`config.mk`:
```
export PLATFORM = sky130hd
export DESIGN_NAME = muldiv_unit
export DESIGN_NICKNAME = d
export VERILOG_FILES = /design/src/rtl/muldiv_pkg.sv /design/src/rtl/muldiv_unit.sv
export SDC_FILE = /design/constraint.sdc
export NUM_CORES = 1
export LEC_CHECK = 0
export CELL_PAD_IN_SITES_DETAIL_PLACEMENT = 1
export CELL_PAD_IN_SITES_GLOBAL_PLACEMENT = 2
export CORE_ASPECT_RATIO = 1.75
export CORE_MARGIN = 5
export CORE_UTILIZATION = 30
export DETAILED_ROUTE_END_ITERATION = 10
export DONT_BUFFER_PORTS = 1
export PLACE_DENSITY = 0.76
export RECOVER_POWER = 25
export SKIP_CTS_REPAIR_TIMING = 1
export SYNTH_ARGS = -nofsm -noshare
export SYNTH_HDL_FRONTEND = slang
export SYNTH_SLANG_ARGS = --single-unit
```
`constraint.sdc`:
```
create_clock -name clk -period 10.5 [get_ports clk]
set_clock_uncertainty 0.2 [all_clocks]
set_input_delay 1.575 -clock clk [delete_from_list [all_inputs] [get_ports clk]]
set_output_delay 1.575 -clock clk [all_outputs]
set_load 0.1 [all_outputs]
```
`src/rtl/muldiv_pkg.sv`:
```
// Shared opcode and state types for the iterative RV32M multiply/divide unit.
// The instruction decoder imports this package to drive the unit's op input.
package muldiv_pkg;

    typedef enum logic [2:0] {
        OP_MUL    = 3'b000,
        OP_MULH   = 3'b001,
        OP_MULHSU = 3'b010,
        OP_MULHU  = 3'b011,
        OP_DIV    = 3'b100,
        OP_DIVU   = 3'b101,
        OP_REM    = 3'b110,
        OP_REMU   = 3'b111
    } muldiv_op_t;

    typedef enum logic [1:0] {
        IDLE = 2'd0,
        CALC = 2'd1,
        FIX  = 2'd2
    } muldiv_state_t;

    localparam int          MD_ITER     = 32;
    localparam logic [31:0] MD_DIV_ONES = 32'hFFFF_FFFF;

endpackage

```
`src/rtl/muldiv_unit.sv`:
```
// Iterative RV32M multiply/divide unit: sign-magnitude shift-add multiply and
// restoring divide sharing one counter, fixed 33-cycle latency from start to done.
module muldiv_unit
    import muldiv_pkg::*;
#(
    parameter int WIDTH = 32
) (
    input  logic             clk,
    input  logic             rst,
    input  logic             start,
    input  logic [2:0]       op,
    input  logic [WIDTH-1:0] a,
    input  logic [WIDTH-1:0] b,
    output logic             busy,
    output logic             done,
    output logic [WIDTH-1:0] result
);

    muldiv_state_t      state;
    muldiv_state_t      state_next;
    muldiv_op_t         op_in;
    muldiv_op_t         op_q;
    logic [5:0]         cnt;
    logic [WIDTH-1:0]   opnd_q;
    logic [WIDTH-1:0]   a_q;
    logic [2*WIDTH-1:0] acc;
    logic [WIDTH-1:0]   rem;
    logic               neg_q;
    logic               div_zero_q;

    logic               signed_a;
    logic               signed_b;
    logic               neg_a;
    logic               neg_b;
    logic               is_div;
    logic               is_rem;
    logic [WIDTH-1:0]   abs_a;
    logic [WIDTH-1:0]   abs_b;
    logic [WIDTH:0]     mul_sum;
    logic [WIDTH:0]     div_shift;
    logic               div_fits;
    logic [2*WIDTH-1:0] product;
    logic [WIDTH-1:0]   quotient;
    logic [WIDTH-1:0]   remainder;
    logic [WIDTH-1:0]   fix_result;

    assign op_in    = muldiv_op_t'(op);
    assign is_div   = op[2];
    assign is_rem   = op[2] & op[1];
    assign signed_a = op_in inside {OP_MULH, OP_MULHSU, OP_DIV, OP_REM};
    assign signed_b = op_in inside {OP_MULH, OP_DIV, OP_REM};
    assign neg_a    = signed_a & a[WIDTH-1];
    assign neg_b    = signed_b & b[WIDTH-1];
    assign abs_a    = neg_a ? -a : a;
    assign abs_b    = neg_b ? -b : b;
    assign busy     = (state != IDLE);

    // acc holds {product high, multiplier} for multiply and {0, dividend/quotient} for divide.
    always_comb begin
        mul_sum   = {1'b0, acc[2*WIDTH-1:WIDTH]} + (acc[0] ? {1'b0, opnd_q} : '0);
        div_shift = {rem, acc[WIDTH-1]};
        div_fits  = (div_shift >= {1'b0, opnd_q});
        product   = neg_q ? -acc : acc;
        quotient  = neg_q ? -acc[WIDTH-1:0] : acc[WIDTH-1:0];
        remainder = neg_q ? -rem : rem;
    end

    // Divide-by-zero overrides; signed overflow falls out of the magnitude datapath.
    always_comb begin
        fix_result = '0;
        case (op_q)
            OP_MUL:                       fix_result = product[WIDTH-1:0];
            OP_MULH, OP_MULHSU, OP_MULHU: fix_result = product[2*WIDTH-1:WIDTH];
            OP_DIV, OP_DIVU:              fix_result = div_zero_q ? MD_DIV_ONES : quotient;
            OP_REM, OP_REMU:              fix_result = div_zero_q ? a_q : remainder;
            default:                      fix_result = '0;
        endcase
    end

    always_comb begin
        state_next = state;
        case (state)
            IDLE:    if (start) state_next = CALC;
            CALC:    if (cnt == 6'(MD_ITER - 1)) state_next = FIX;
            FIX:     state_next = IDLE;
            default: state_next = IDLE;
        endcase
    end

    always_ff @(posedge clk or posedge rst) begin
        if (rst) state <= IDLE;
        else     state <= state_next;
    end

    always_ff @(posedge clk or posedge rst) begin
        if (rst) begin
            op_q       <= OP_MUL;
            cnt        <= '0;
            opnd_q     <= '0;
            a_q        <= '0;
            acc        <= '0;
            rem        <= '0;
            neg_q      <= 1'b0;
            div_zero_q <= 1'b0;
            done       <= 1'b0;
            result     <= '0;
        end else begin
            done <= 1'b0;
            case (state)
                IDLE: begin
                    if (start) begin
                        op_q       <= op_in;
                        neg_q      <= is_rem ? neg_a : (neg_a ^ neg_b);
                        div_zero_q <= (b == '0);
                        a_q        <= a;
                        opnd_q     <= is_div ? abs_b : abs_a;
                        acc        <= {{WIDTH{1'b0}}, (is_div ? abs_a : abs_b)};
                        rem        <= '0;
                        cnt        <= '0;
                    end
                end
                CALC: begin
                    cnt <= cnt + 6'd1;
                    if (op_q[2]) begin
                        acc[WIDTH-1:0] <= {acc[WIDTH-2:0], div_fits};
                        rem            <= div_fits ? (div_shift[WIDTH-1:0] - opnd_q)
                                                   : div_shift[WIDTH-1:0];
                    end else begin
                        acc <= {mul_sum, acc[WIDTH-1:1]};
                    end
                end
                FIX: begin
                    result <= fix_result;
                    done   <= 1'b1;
                end
                default: ;
            endcase
        end
    end

endmodule

```
==> qor.csv <==
stage,metric,value,unit
status,status,"finished, violations left",
status,violations,"capacitance limit, slew limit",
clock_tree,cts_root_buf,clkbuf_16,
cells_and_area,n_antenna_cell,0,
sta,worstMarginPinSlew,5.43,ns
power,clock_power_share,0.159,
setup_path,r2r_start,acc[0],
detailed_routing,drtIter0Drc,1085,
clock_tree,insertion_delay,0.56,ns
setup_path,crit_chain,clkinvlp_2 > buf_4 > buf_4,
min_path,hold-path-endpoint,opnd_q[5],
setup_path,crit_fanout,104,
placement,port_buffers,0,
power,switchingPower,3.09,mW
cells_and_area,syn_to_final_growth,8.27,%
grt,grt_pass1_vias,17884,
detailed_routing,routedWlPerCell,28.0,um
grt,grt_max_degree,109,
min_path,hp-class,reg -> reg,
synthesis,ys_seq_area_frac,0.296,
setup_path,required,10.86,ns
detailed_routing,via_count,17294,
floorplanning,initial_core_util,0.303,
synthesis,netlist.area_leader.share,0.296,
sta,rsz0062_at_grt,false,
detailed_routing,drc,0,
detailed_routing,ant_nets,0,
setup_path,setup.worst_path.end_class,async pin,
clock_tree,numCtsBuffers,24,
detailed_routing,wl,82100,um
grt,grtUsageMet2,0.432,
grt,use_met3,0.0345,
cells_and_area,drive_gt1_frac,0.0504,
synthesis,synth-async-reset-ratio,1.00,
synthesis,synthFlopType,dfrtp_1,
cells_and_area,nFillCells,6928,
clock_tree,cts_num_sinks,206,
setup_path,slowest_delay,2.94,ns
setup_path,r2r-end,acc[62],
power,p_sw_frac,0.521,
placement,dp.final_hpwl,64400,um
sta,setup_ws,4.39,ns
floorplanning,rows,116,
setup_path,crit_type,in -> async,
detailed_routing,drt_pass1_iterations,5,
setup_path,reg2reg_depth,13,
placement,pre_cts_ws,5.59,ns
synthesis,synth_area,17400,um2
grt,grt_pass1_wl,119000,um
grt,overflow,0,
floorplanning,die-area,63100,um2
setup_path,critPathSlowestCell,clkinvlp_2,
clock_tree,htree_levels,1,
sta,hold_slack,0.281,ns
floorplanning,die_w,192,um
sta,setup_viol,0,
floorplanning,io_pins,104,
setup_path,regToRegSetupSlack,5.49,ns
clock_tree,path_clk_slew,0.06,ns
clock_tree,cts_tree,yes,
synthesis,ys_ff_latch,206,
sta,fmax,164,MHz
floorplanning,die_h,329,um
synthesis,synth_edf_count,0,
synthesis,synthDistinctLibCells,88,
setup_path,crit_path_frequent_cell,buf_4,
cells_and_area,nNetsFinal,2287,
synthesis,yosys.area.top_type,dfrtp_1,
sta,max_slew_margin,-2.64,
sta,finalCriticalPeriod,6.11,ns
synthesis,syn-num-nets,2381,
setup_path,cp-start-kind,input port,
power,p_per_area,315,nW/um2
setup_path,cp.arrival,6.47,ns
synthesis,synth.avg_cell_area,7.76,um2
placement,dp.cells,2887,
grt,met1_usage,0.260,
flow_run,maxCapViolCount,3,
power,peakVddDrop,157,uV
grt,busiest_layer,met2,
sta,final_max_slew_viol_count,180,
sta,finalSetupTns,0,ns
grt,antenna_found_initial,0,
power,p_leak,7.62,nW
sta,hold_viol,0,
placement,place.gp.congestion,0.970,
power,p_comb_frac,0.571,
synthesis,synth.area.top_cells,"dfrtp_1 (30%), nand2_1 (7.4%), o21ai_0 (6.6%)",
min_path,worstHoldPathCells,2,
floorplanning,coreArea,57300,um2
power,power.internal,2.84,mW
sta,finalCritPeriodShare,0.582,
cells_and_area,final_cell_count_no_fill,2930,
detailed_routing,avgViaCountPerCell,5.90,
synthesis,synth-warning-count,0,
min_path,worstHoldStart,opnd_q[5],
clock_tree,clock_path_buffers,3,
synthesis,syn_inst,2240,
power,power_frac_seq,0.270,
grt,grt_use_total,0.253,
-- state kept, by name, summed over array words and instances (netlist names) --
signal      flops
op_q            3
result         32
neg_q           1
cnt             6
a_q            32
rem            32
acc            64
state           2
div_zero_q      1
done            1
opnd_q         32
-- synth_stat cells (19+ instances only) --
master    number
a211oi_1      51
a21o_1        32
a21oi_1      172
a31oi_1       19
clkbuf_1     121
dfrtp_1      206
ha_1          69
inv_1         61
mux2i_1       75
nand2_1      343
nand3_1       39
nor2_1       178
nor2b_1       25
nor3_1        48
o211ai_1      29
o21ai_0      231
o31ai_1       36
o41ai_1       22
xnor2_1       94
xor2_1        88
-- stage by stage --
stage / area, um2 / power, mW / utilization
5_1_grt: 18800 / 6.27 / 0.328
3_3_place_gp: 18000 / 4.85 / 0.314
4_1_cts: 18900 / 5.91 / 0.329
2_1_floorplan: 17400 / 3.73 / -
3_5_place_dp: 18000 / 4.94 / 0.314
6_report: 18800 / 5.93 / 0.328
-- cell type report --
class                           instances  area, um2  area share
Inverter                               64        241      0.0128
Clock buffer                           34        699      0.0371
Timing Repair Buffer                   26        195      0.0104
Sequential cell                       206       5160       0.274
Tap cell                              767        960      0.0510
Clock inverter                          9        148     0.00784
Multi-Input combinational cell       1824      11400       0.607
-- per-layer routing --
metal / part of all wire / vias up / wire length [um]
li1: - / 7891 / -
met1: 0.35 / 8613 / 28700
met2: 0.48 / 544 / 39600
met3: 0.045 / 246 / 3690
met4: 0.12 / 0 / 10100
met5: 0 / - / 0
-- cells in the final DEF (no fill, tap or decap), types with 13 or more instances in the layout --
| master | count |
|---|---|
| nor3_1 | 48 |
| nand2b_1 | 16 |
| xor2_1 | 88 |
| a221oi_1 | 13 |
| nor2b_1 | 25 |
| clkbuf_16 | 25 |
| dfrtp_1 | 204 |
| nor2_1 | 177 |
| o221ai_1 | 15 |
| xnor2_1 | 94 |
| nand2_1 | 343 |
| o211ai_1 | 29 |
| buf_4 | 26 |
| a21o_1 | 32 |
| or3_1 | 17 |
| ha_1 | 69 |
| o41ai_1 | 22 |
| mux2i_1 | 75 |
| nand3_1 | 39 |
| o21ai_0 | 231 |
| o31ai_1 | 36 |
| or4_1 | 14 |
| a21oi_1 | 172 |
| a31oi_1 | 19 |
| inv_1 | 61 |
| a211oi_1 | 51 |
| o22ai_1 | 14 |
-- power groups by stage --
stage / logic, mW / registers [mW] / clock network, mW
after floorplan: 2.46 / 1.28 / 0
after global placement: 3.26 / 1.59 / 0
after detailed placement: 3.34 / 1.60 / 0
after CTS: 3.36 / 1.59 / 0.960
after global routing: 3.65 / 1.63 / 0.986
final: 3.39 / 1.60 / 0.945
-- critical path: cells and delay by family --
kind | cells | cell delay [ns]
buffers and inverters | 3 | 4.65
-- how the worst max path moves through the flow --
stage / endpoint / slack [ns] / cells after the start / from
floorplan: a_q[0] / 3.10 / 1 / rst
CTS: acc[62] / 5.55 / 13 / acc[0]
global route: opnd_q[20] / 3.46 / 3 / rst
global placement: acc[62] / 5.61 / 13 / acc[0]
detailed placement: acc[62] / 5.59 / 13 / acc[0]
finish: opnd_q[20] / 4.39 / 3 / rst
-- kinds of logic (layout without fill, tap and decap cells) --
kind of cell,Yosys count,after routing,synth area share
AND/OR/NAND/NOR,768,768,0.208
AO/OA/AOI/OAI,724,724,0.260
buffers and inverters,210,133,0.0468
flip-flops,206,206,0.296
XOR/XNOR,182,182,0.0916
multiplexers,79,79,0.0458
adder cells (fa/ha/maj),71,71,0.0519
Note: power is estimated with default switching activity, not from simulation.
